==> src/rtl/shift_rows_stage.sv <==
// Registered AES ShiftRows / InvShiftRows stage. The row rotation is applied
// as a state is written into a 2-entry elastic buffer that feeds MixColumns.
module shift_rows_stage #(
    parameter int TAG_W = 4
) (
    input  logic                   clk,
    input  logic                   resetn,
    input  logic                   in_valid,
    output logic                   in_ready,
    input  logic [3:0][3:0][7:0]   in_state,
    input  logic                   in_inv,
    input  logic [TAG_W-1:0]       in_tag,
    output logic                   out_valid,
    input  logic                   out_ready,
    output logic [3:0][3:0][7:0]   out_state,
    output logic [TAG_W-1:0]       out_tag,
    output logic [1:0]             occupancy
);

    typedef logic [3:0][3:0][7:0] state_t;

    state_t           buf_state [2];
    logic [TAG_W-1:0] buf_tag   [2];
    logic             wr_ptr;
    logic             rd_ptr;
    logic [1:0]       occ;
    logic [1:0]       occ_next;
    logic             in_ready_q;
    logic             push;
    logic             pop;
    state_t           rot_state;

    // Column index arithmetic is 2-bit, so the mod-4 wrap comes for free.
    always_comb begin
        rot_state = '0;
        for (int r = 0; r < 4; r++) begin
            for (int c = 0; c < 4; c++) begin
                logic [1:0] fwd_col;
                logic [1:0] inv_col;
                fwd_col = 2'(c + r);
                inv_col = 2'(c - r);
                rot_state[r][c] = in_inv ? in_state[r][inv_col]
                                         : in_state[r][fwd_col];
            end
        end
    end

    assign push = in_valid & in_ready_q;
    assign pop  = (occ != 2'd0) & out_ready;

    always_comb begin
        occ_next = occ;
        case ({push, pop})
            2'b10:   occ_next = occ + 2'd1;
            2'b01:   occ_next = occ - 2'd1;
            default: occ_next = occ;
        endcase
    end

    always_ff @(posedge clk or negedge resetn) begin
        if (!resetn) begin
            buf_state[0] <= '0;
            buf_state[1] <= '0;
            buf_tag[0]   <= '0;
            buf_tag[1]   <= '0;
            wr_ptr       <= 1'b0;
            rd_ptr       <= 1'b0;
            occ          <= 2'd0;
            in_ready_q   <= 1'b0;
        end else begin
            if (push) begin
                buf_state[wr_ptr] <= rot_state;
                buf_tag[wr_ptr]   <= in_tag;
                wr_ptr            <= ~wr_ptr;
            end
            if (pop) begin
                rd_ptr <= ~rd_ptr;
            end
            occ        <= occ_next;
            // Registered ready keeps in_valid/out_ready off every output path.
            in_ready_q <= (occ_next != 2'd2);
        end
    end

    assign in_ready  = in_ready_q;
    assign out_valid = (occ != 2'd0);
    assign out_state = buf_state[rd_ptr];
    assign out_tag   = buf_tag[rd_ptr];
    assign occupancy = occ;

endmodule

==> config.mk <==
export PLATFORM = sky130hd
export DESIGN_NAME = shift_rows_stage
export DESIGN_NICKNAME = d
export VERILOG_FILES = /design/src/rtl/shift_rows_stage.sv
export SDC_FILE = /design/constraint.sdc
export NUM_CORES = 1
export LEC_CHECK = 0
export CORE_ASPECT_RATIO = 0.75
export CORE_UTILIZATION = 39
export CTS_BUF_LIST = sky130_fd_sc_hd__clkbuf_2 sky130_fd_sc_hd__clkbuf_4 sky130_fd_sc_hd__clkbuf_8
export CTS_CLUSTER_SIZE = 12
export DETAILED_ROUTE_END_ITERATION = 8
export PLACE_DENSITY_LB_ADDON = 0.08
export SETUP_SLACK_MARGIN = 0.15
export SLEW_MARGIN = 20
export SYNTH_ARGS = -nofsm -noshare
export SYNTH_HDL_FRONTEND = slang
export SYNTH_SLANG_ARGS = --single-unit
==> constraint.sdc <==
create_clock -name clk -period 4.9 [get_ports clk]
set_clock_uncertainty 0.1 [all_clocks]
set_input_delay 1.47 -clock clk [delete_from_list [all_inputs] [get_ports clk]]
set_output_delay 1.47 -clock clk [all_outputs]
set_load 0.1 [all_outputs]
==> summary.txt <==
========================================================================================================
Outcome ................................................................................... finished clean
Kind of critical path .....................................................................      reg2out
Launching element of the worst setup path ................................................. rd_ptr$_DFFE_PN0P_
Cell with the most instances after synthesis .............................................. sky130_fd_sc_hd__dfrtp_1
Number of setup violations in the final report ............................................            0
Setup repair after global routing missed its margin .......................................           no
Post-CTS clock slew at the launch and capture registers of the worst setup and hold paths .      0.06 ns
Crit. End Element .........................................................................  output port
Number of instances in the synthesized netlist ............................................          939
Synthesis Warnings ........................................................................            0
Post-route DRC ............................................................................            0
Diodes inserted ...........................................................................            0
Final count of hold timing violations .....................................................            0
DR iter-0 viols ...........................................................................          334
H-tree Lvls ...............................................................................            2
Area taken by multi-input logic gates .....................................................   4940 sq um
Number of enable-type register cells in the synthesized netlist ...........................            0
Final cell utilization of the core ........................................................        52.0%
Most used flip-flop cell after synthesis .................................................. sky130_fd_sc_hd__dfrtp_1
Headroom to the max-slew limit ............................................................        35.4%
Share of synthesized area occupied by flip-flops and latches ..............................        56.0%
Vias after detailed routing ...............................................................         7813
Startpoint kind of the worst setup timing path ............................................     register
Data required time of the worst path ......................................................      3.33 ns
Via count of the first global-routing pass ................................................         8281
Synth cell types ..........................................................................           23
Arrival @ worst endpoint ..................................................................      2.44 ns
Startpoint of the worst hold path ......................................................... buf_state[111]$_DFFE_PN0P_
Height of the die .........................................................................       154 um
Kind of path behind the tightest hold check ...............................................      reg2reg
Starting density of the core ..............................................................        39.8%
TritonCTS clock tree ......................................................................        built
Mean cell area of the mapped netlist ......................................................   12.8 sq um
CORE AREA .................................................................................  30200 sq um
Largest cells by area after synthesis ..................................................... sky130_fd_sc_hd__dfrtp_1, sky130_fd_sc_hd__mux2_2, sky130_fd_sc_hd__mux2_1, sky130_fd_sc_hd__mux2i_1, sky130_fd_sc_hd__o21ai_0
Max cap viols .............................................................................            0
Max Clk Rate ..............................................................................      249 MHz
Worst hold slack ..........................................................................     0.371 ns
Average vias per placed instance ..........................................................         4.76
Drt wl/cell ...............................................................................      17.0 um
Fin nets ..................................................................................         1347
Post-synth design cell area ...............................................................  12000 sq um
FFs w/ async S/R, synth ...................................................................         100%
Post-CTS resize count .....................................................................            0
Number of clock buffers inserted by TritonCTS .............................................           45
Antenna violations before repair ..........................................................            0
Area delta synth->final ...................................................................        30.8%
Library cell occupying the most area in the post-synthesis netlist ........................ sky130_fd_sc_hd__dfrtp_1
R2r startpoint ............................................................................ in_ready$_DFF_PN0_
Die X .....................................................................................       205 um
Clk Latency, worst-skew pair ..............................................................      0.54 ns
Maximum root-to-sink buffer count .........................................................            3
Total negative setup slack ................................................................         0 ns
Shortest clock period the worst path allows after layout ..................................      4.01 ns
Number of nets in the synthesized netlist .................................................         1077
Number of top-level design ports ..........................................................          273
Pin count of the biggest net entering global routing ......................................          129
Antenna Violating Nets Remaining ..........................................................            0
Overall die area ..........................................................................  31500 sq um
Grt total ovfl ............................................................................            0
Aggregate global-route resource usage .....................................................        18.0%
CP Max Fanout .............................................................................           70
Hold-fix buffer count after cts ...........................................................            0
Most used standard cells in the synthesized netlist ....................................... sky130_fd_sc_hd__dfrtp_1, sky130_fd_sc_hd__mux2_2, sky130_fd_sc_hd__nand2_1, sky130_fd_sc_hd__o21ai_0, sky130_fd_sc_hd__mux2i_1
Total detailed-routing wirelength .........................................................     27800 um
Worst slew pin tran .......................................................................     0.966 ns
I/O Buffers ...............................................................................          272
FF+latch area .............................................................................   6740 sq um
Clock root buffer ......................................................................... sky130_fd_sc_hd__clkbuf_8
Proportion of netlist area held by the largest area contributor ...........................        56.0%
First-pass GRT wire length ................................................................     45100 um
RD Place Congestion .......................................................................        0.743
Drt pass-1 iters ..........................................................................            4
Fraction of final layout cells with drive strength greater than 1 .........................        35.7%
Fin crit share ............................................................................        81.9%
Fill cell instance count of the final layout ..............................................         2722
Clock sink total ..........................................................................          269
Core Rows .................................................................................           55
Final Slew Violations .....................................................................            0
Number of storage elements in the synthesis netlist .......................................          269
Placed wire-length estimate ...............................................................     17900 um
Post-CTS setup repair buffer count ........................................................            0
========================================================================================================
[layer usage]
layer	vias to the layer above	part of all wire (%)	track usage [%]
met5	-	0	0
met4	0	1.8	5.40
met3	38	7.9	6.17
met2	180	43	26.2
met1	3749	47	25.1
li1	3846	-	-
[worst max-delay path: stages (launching register included)]
cell and delay (ns):
sky130_fd_sc_hd__dfrtp_4 0.75, sky130_fd_sc_hd__buf_12 0.43, sky130_fd_sc_hd__mux2_2 0.40, sky130_fd_sc_hd__buf_4 0.23
[stage by stage]
stage          instances  setup WS (ns)  instance area [sq um]
2_1_floorplan        939           1.75                  12000
3_3_place_gp        1560           1.20                  14800
3_5_place_dp        1560           1.18                  14800
4_1_cts             1639          0.811                  15700
5_1_grt             1640          0.776                  15700
6_report            1640          0.886                  15700
[flip-flops by register name, indices dropped and copies added, names as in the netlist]
name       cells
in_ready       1
buf_state    256
buf_tag        8
wr_ptr         1
occupancy      2
rd_ptr         1
[worst paths after layout]
check	endpoint	slack, ns	cells after the start
max reg2reg	buf_state[71]$_DFFE_PN0P_	2.83	3
min in group asynchronous	buf_state[48]$_DFFE_PN0P_	0.77	1
min	buf_state[111]$_DFFE_PN0P_	0.37	2
max in group asynchronous	rd_ptr$_DFFE_PN0P_	2.82	3
min reg2reg	buf_state[111]$_DFFE_PN0P_	0.37	2
max	out_state[52]	0.89	3
[layout make-up]
type / instances / share of cell area [%]
flip-flops and latches: 269 / 42.9
well taps: 399 / 3.18
clock inverters: 3 / 0.0955
multi-input cells: 605 / 31.4
clock buffers: 76 / 5.86
inverters: 1 / 0.0239
repair buffers: 287 / 16.6
[logic make-up after synthesis]
kind of cell,share of synthesized area (%)
flip-flops,56.0
buffers and inverters,2.96
AO/OA/AOI/OAI,5.44
multiplexers,30.6
AND/OR/NAND/NOR,4.57
XOR/XNOR,0.292
adder cells (fa/ha/maj),0.104
[placed cells by master (no fill, tap or decap), types with 2 or more instances in the layout]
cell,instances
sky130_fd_sc_hd__clkbuf_4,20
sky130_fd_sc_hd__buf_4,141
sky130_fd_sc_hd__buf_12,6
sky130_fd_sc_hd__clkbuf_8,56
sky130_fd_sc_hd__mux2_4,6
sky130_fd_sc_hd__clkinv_2,3
sky130_fd_sc_hd__mux2_1,57
sky130_fd_sc_hd__xnor2_1,2
sky130_fd_sc_hd__clkdlybuf4s50_1,138
sky130_fd_sc_hd__dfrtp_1,268
sky130_fd_sc_hd__o21ai_0,125
sky130_fd_sc_hd__xor2_1,2
sky130_fd_sc_hd__mux2_2,205
sky130_fd_sc_hd__nand2_1,132
sky130_fd_sc_hd__o21ai_1,4
sky130_fd_sc_hd__mux2i_1,64
Power is left out: the tool's default activity adds up to more than one toggle a clock period on the data nets, which glitch-free logic cannot reach.
